[src/rtl/mem_arbiter.sv]
// Two-port round-robin arbiter for a shared 32-bit word memory (IDLE -> ACCESS -> RESP).
// Optional macro MEM_ARB_ALIGN_CHECK_EN adds an err output and blocks misaligned/out-of-range access.
module mem_arbiter #(
  parameter int unsigned ADDR_W = 10
) (
  input  logic              clk,
  input  logic              rst_n,
  input  logic              req0,
  input  logic              req1,
  input  logic              we0,
  input  logic              we1,
  input  logic [ADDR_W-1:0] addr0,
  input  logic [ADDR_W-1:0] addr1,
  input  logic [31:0]       wdata0,
  input  logic [31:0]       wdata1,
  output logic              ack0,
  output logic              ack1,
  output logic [31:0]       rdata,
  output logic              busy,
  output logic              mem_write,
  output logic              mem_read,
  output logic [ADDR_W-1:0] mem_addr,
  output logic [31:0]       mem_wrdata,
`ifdef MEM_ARB_ALIGN_CHECK_EN
  output logic              err,
`endif
  input  logic [31:0]       mem_rddata
);

  typedef enum logic [1:0] {StIdle, StAccess, StResp} state_e;

  state_e              state_q, state_d;
  logic                win_q;
  logic                rr_q;
  logic                we_q;
  logic [ADDR_W-1:0]   addr_q;
  logic [31:0]         wdata_q;
  logic [31:0]         rdata_q;
  logic                any_req;
  logic                grant_sel;
  logic                addr_ok;

  assign any_req   = req0 | req1;
  // A lone requester always wins; the pointer only breaks ties.
  assign grant_sel = (req0 && req1) ? rr_q : req1;

`ifdef MEM_ARB_ALIGN_CHECK_EN
  assign addr_ok = (addr_q[1:0] == 2'b00) && (addr_q <= ADDR_W'(1020));
  assign err     = (state_q == StResp) && !addr_ok;
`else
  assign addr_ok = 1'b1;
`endif

  always_comb begin
    state_d = state_q;
    case (state_q)
      StIdle:   if (any_req) state_d = StAccess;
      StAccess: state_d = StResp;
      StResp:   state_d = StIdle;
      default:  state_d = StIdle;
    endcase
  end

  always_ff @(posedge clk or negedge rst_n) begin
    if (!rst_n) begin
      state_q <= StIdle;
      win_q   <= 1'b0;
      rr_q    <= 1'b0;
      we_q    <= 1'b0;
      addr_q  <= '0;
      wdata_q <= '0;
      rdata_q <= '0;
    end else begin
      state_q <= state_d;
      if (state_q == StIdle && any_req) begin
        win_q   <= grant_sel;
        we_q    <= grant_sel ? we1 : we0;
        addr_q  <= grant_sel ? addr1 : addr0;
        wdata_q <= grant_sel ? wdata1 : wdata0;
      end
      if (state_q == StAccess && !we_q && addr_ok) rdata_q <= mem_rddata;
      if (state_q == StResp) rr_q <= ~win_q;
    end
  end

  // Strobes decode straight from state so an async reset kills them mid-cycle.
  assign mem_write  = (state_q == StAccess) && we_q && addr_ok;
  assign mem_read   = (state_q == StAccess) && !we_q && addr_ok;
  assign mem_addr   = addr_q;
  assign mem_wrdata = wdata_q;
  assign rdata      = rdata_q;
  assign busy       = (state_q != StIdle);
  assign ack0       = (state_q == StResp) && !win_q;
  assign ack1       = (state_q == StResp) && win_q;

endmodule

[config.mk]
export PLATFORM = sky130hd
export DESIGN_NAME = mem_arbiter
export DESIGN_NICKNAME = d
export VERILOG_FILES = /design/src/rtl/mem_arbiter.sv
export SDC_FILE = /design/constraint.sdc
export NUM_CORES = 1
export LEC_CHECK = 0
export ABC_AREA = 1
export CORE_MARGIN = 4
export CORE_UTILIZATION = 40
export CTS_BUF_LIST = sky130_fd_sc_hd__clkbuf_16
export DETAILED_ROUTE_END_ITERATION = 12
export HOLD_SLACK_MARGIN = 0.06
export PLACE_DENSITY = 0.9
export SETUP_SLACK_MARGIN = 0.1
export SLEW_MARGIN = 10
export SYNTH_ARGS = -nofsm -noshare
export SYNTH_HDL_FRONTEND = slang
export SYNTH_SLANG_ARGS = --single-unit
[constraint.sdc]
create_clock -name clk -period 1.4 [get_ports clk]
set_input_delay 0.28 -clock clk [delete_from_list [all_inputs] [get_ports clk]]
set_output_delay 0.28 -clock clk [all_outputs]
set_load 0.02 [all_outputs]
==> insert_results.sql <==
INSERT INTO impl_metrics (metric_group, metric, value, unit) VALUES
('global_routing', 'global_route.usage.total', '24.8', '%'),
('final_layout', 'design.final.nets', '875', ''),
('worst_setup_path', 'slowest_stage', 'sky130_fd_sc_hd__dfrtp_1', ''),
('sta', 'final_period_minus_worst_setup_slack', '1.49', 'ns'),
('global_routing', 'grt_pass1_vias', '4428', ''),
('global_routing', 'grt_first_pass_wirelength', '21800', 'um'),
('clocking', 'tritoncts_clock_tree', 'done', ''),
('clocking', 'clock_path_buffers', '2', ''),
('clocking', 'clk_transition_reported_paths', '0.06', 'ns'),
('power', 'share_seq_of_total_power', '27.4', '%'),
('clocking', 'cts_buffers', '9', ''),
('synthesis', 'yosysWarningCount', '0', ''),
('clocking', 'htree_num_levels', '3', ''),
('sta', 'tightest_slew', '0.410', 'ns'),
('final_layout', 'layout-drive-gt1-share', '29.9', '%'),
('synthesis', 'ys_types', '18', ''),
('sta', 'final_hold_vio_count', '0', ''),
('power', 'power.clock.fraction', '15.7', '%'),
('power', 'power', '15600', 'uW'),
('worst_setup_path', 'crit_path_max_fanout', '4', ''),
('floorplanning', 'std_cell_rows', '35', ''),
('sta', 'slew_viol_final', '0', ''),
('hold_path', 'holdCritPathClass', 'reg2reg', ''),
('global_routing', 'grt_overflow_total', '0', ''),
('power', 'vdd_ir_max', '1.06', 'mV'),
('routing', 'first_pass_iters', '5', ''),
('global_routing', 'grt_max_degree', '80', ''),
('floorplanning', 'height_of_the_die', '106', 'um'),
('place', 'place_congestion', '0.803', ''),
('synthesis', 'synth_fp_nets', '646', ''),
('power', 'net-switching-power', '6660', 'uW'),
('synthesis', 'synth.avg_cell_area', '7.32', 'um^2'),
('floorplanning', 'core_footprint', '9280', 'um^2'),
('routing', 'first_iter_violations', '262', ''),
('routing', 'detail_route.drc_violations', '0', ''),
('synthesis', 'synth.yosys.seq_area_share', '51.6', '%'),
('power', 'comb_power_share', '56.9', '%'),
('synthesis', 'syn_area', '3830', 'um^2'),
('sta', 'setup_viol_count_final', '46', ''),
('power', 'switching_share', '42.7', '%'),
('sta', 'fmax', '670', 'MHz'),
('sta', 'max_slew_margin', '72.7', '%'),
('routing', 'detailroute.wirelength.met2', '7460', 'um'),
('final_layout', 'area_growth_syn_to_layout', '84.5', '%'),
('status', 'result_of_the_run', 'finished with violations', ''),
('place', 'port_buffers', '200', ''),
('worst_setup_path', 'ff2ff_setup_slack', '-0.07', 'ns'),
('routing', 'topRoutingLayerUsed', 'met4', ''),
('clocking', 'clock_network_latency_to_the_later_pin_of_the_worst_skew_pair', '0.33', 'ns'),
('worst_setup_path', 'critical_path_required', '1.12', 'ns'),
('routing', 'drt-met1-wl', '5540', 'um'),
('floorplanning', 'ioPinCount', '201', ''),
('sta', 'fraction_of_the_cycle_the_final_worst_path_needs', '107', '%'),
('worst_setup_path', 'worst_path_largest_cell_delay', '0.34', 'ns'),
('status', 'violations_in_the_final_reports', 'negative setup slack', ''),
('sta', 'postLayoutSetupSlackWorst', '-0.0926', 'ns'),
('sta', 'rsz0062_at_grt', 'yes', ''),
('final_layout', 'n_antenna_cell', '0', ''),
('routing', 'via_count', '4375', ''),
('floorplanning', 'initial_utilization', '41.3', '%'),
('sta', 'clock-skew-final', '0.00872', 'ns'),
('routing', 'route.met3.wl', '1210', 'um'),
('worst_setup_path', 'start_kind', 'register', ''),
('floorplanning', 'floorplan.die.width', '106', 'um'),
('worst_setup_path', 'critical_path.cell_chain', 'inv_2 > buf_4 > nor2_4 > nand2_2 > inv_2 > buf_6', ''),
('power', 'cellLeakagePower', '0.00377', 'uW'),
('routing', 'postRouteAntennaNets', '0', ''),
('power', 'power.density_cell_area', '2200', 'nW/um^2'),
('routing', 'final_routed_wirelength', '14600', 'um'),
('sta', 'holdWs', '0.482', 'ns'),
('power', 'power_report.internal_total', '8940', 'uW');
-- layer usage --
layer / vias to the layer above / track usage, %
li1: 2023 / -
met1: 2080 / 29.1
met2: 230 / 43.3
met3: 42 / 5.59
met4: 0 / 10.8
met5: - / 0
-- worst paths after layout --
kind,cells after the start,to,from
max,6,mem_read,state_q[0]$_DFFE_PN0P_
min,2,rdata[14]$_DFFE_PN0P_,rdata[14]$_DFFE_PN0P_
max reg2reg,10,mem_wrdata[24]$_DFFE_PN0P_,state_q[0]$_DFFE_PN0P_
min reg2reg,2,rdata[14]$_DFFE_PN0P_,rdata[14]$_DFFE_PN0P_
max in group asynchronous,3,state_q[1]$_DFFE_PN0P_,rst_n
min in group asynchronous,3,rdata[15]$_DFFE_PN0P_,rst_n
-- power groups by stage --
stage / Sequential, uW / Clock, uW / Combinational (uW)
2_1_floorplan: 5330 / 0 / 2320
3_3_place_gp: 4050 / 0 / 6950
3_5_place_dp: 4090 / 0 / 7140
4_1_cts: 4140 / 2470 / 8780
5_1_grt: 4420 / 2570 / 9460
6_report: 4280 / 2450 / 8880
-- state kept, by name, summed over array words and instances, names as in the netlist --
register,flops
we_q,1
rdata,32
mem_addr,10
win_q,1
mem_wrdata,32
state_q,2
rr_q,1
-- logic make-up (layout without fill, tap and decap cells) --
logic type | after synthesis | in the layout | share of synthesized area (%)
DFF | 79 | 79 | 51.6
buffers and inverters | 120 | 354 | 12.8
AOI/OAI and AO/OA | 2 | 2 | 0.261
and+or+nand+nor | 323 | 323 | 35.4
-- cell type report --
class,instances,area (um^2)
Timing Repair Buffer,244,2460
Clock buffer,9,225
Clock inverter,7,87.6
Sequential cell,79,1980
Timing Repair inverter,1,11.3
Inverter,93,375
Tap cell,129,161
Fill cell,667,2210
Multi-Input combinational cell,325,1770
-- synthesized netlist by cell type --
cell type | n | area share (%)
sky130_fd_sc_hd__nand2_2 | 4 | 0.65
sky130_fd_sc_hd__buf_4 | 5 | 0.98
sky130_fd_sc_hd__o21ai_0 | 1 | 0.13
sky130_fd_sc_hd__buf_2 | 14 | 1.8
sky130_fd_sc_hd__buf_1 | 3 | 0.29
sky130_fd_sc_hd__nor2_4 | 1 | 0.29
sky130_fd_sc_hd__nor2_1 | 2 | 0.20
sky130_fd_sc_hd__clkbuf_1 | 5 | 0.49
sky130_fd_sc_hd__inv_4 | 1 | 0.16
sky130_fd_sc_hd__inv_2 | 2 | 0.20
sky130_fd_sc_hd__nand2_1 | 227 | 22
sky130_fd_sc_hd__nand3_1 | 86 | 11
sky130_fd_sc_hd__nor3_1 | 1 | 0.13
sky130_fd_sc_hd__a21oi_1 | 1 | 0.13
sky130_fd_sc_hd__inv_1 | 90 | 8.8
sky130_fd_sc_hd__nor2_8 | 1 | 0.52
sky130_fd_sc_hd__dfrtp_1 | 79 | 52
sky130_fd_sc_hd__nor2_2 | 1 | 0.16
-- layout by cell type, fill, tap and decap left out, types with 2 or more instances in the layout --
cell type / count
sky130_fd_sc_hd__nand3_1: 50
sky130_fd_sc_hd__inv_2: 2
sky130_fd_sc_hd__nand2_2: 39
sky130_fd_sc_hd__clkbuf_2: 36
sky130_fd_sc_hd__nand3_2: 34
sky130_fd_sc_hd__buf_6: 14
sky130_fd_sc_hd__nand3_4: 2
sky130_fd_sc_hd__dfrtp_1: 78
sky130_fd_sc_hd__nor2_4: 2
sky130_fd_sc_hd__buf_4: 13
sky130_fd_sc_hd__bufinv_16: 2
sky130_fd_sc_hd__buf_2: 12
sky130_fd_sc_hd__nand2_4: 15
sky130_fd_sc_hd__buf_8: 3
sky130_fd_sc_hd__buf_16: 5
sky130_fd_sc_hd__clkinv_1: 2
sky130_fd_sc_hd__clkbuf_16: 11
sky130_fd_sc_hd__clkdlybuf4s50_1: 119
sky130_fd_sc_hd__clkdlybuf4s15_2: 17
sky130_fd_sc_hd__clkdlybuf4s15_1: 10
sky130_fd_sc_hd__buf_12: 12
sky130_fd_sc_hd__nand2_1: 177
sky130_fd_sc_hd__inv_1: 91
-- timing repair --
action | in CTS | in global routing
hold buffers | 1 | 0
setup endpoints to repair | 124 | 118
hold endpoints to repair | 79 | 0
pin swaps | 49 | 38
gates resized for setup | 276 | 117
setup buffers | 15 | 2
gates cloned | 10 | 3
-- per-stage QoR --
stage / worst slack (ns) / cells / setup TNS (ns) / cell area, um^2
global placement: -0.171 / 845 / -7.33 / 6040
floorplan: 0.205 / 524 / 0 / 3830
CTS: -0.122 / 887 / -3.01 / 7090
detailed placement: -0.226 / 845 / -9.29 / 6040
global route: -0.171 / 887 / -5.11 / 7070
finish: -0.0926 / 887 / -1.75 / 7070
-- worst max-delay path, delay by kind of cell (launching register included) --
kind,cells,cell delay (ns)
buffers and inverters,4,0.38
AND/OR/NAND/NOR,2,0.17
flip-flops,1,0.34
No activity file was read; power rests on OpenSTA's default activity.
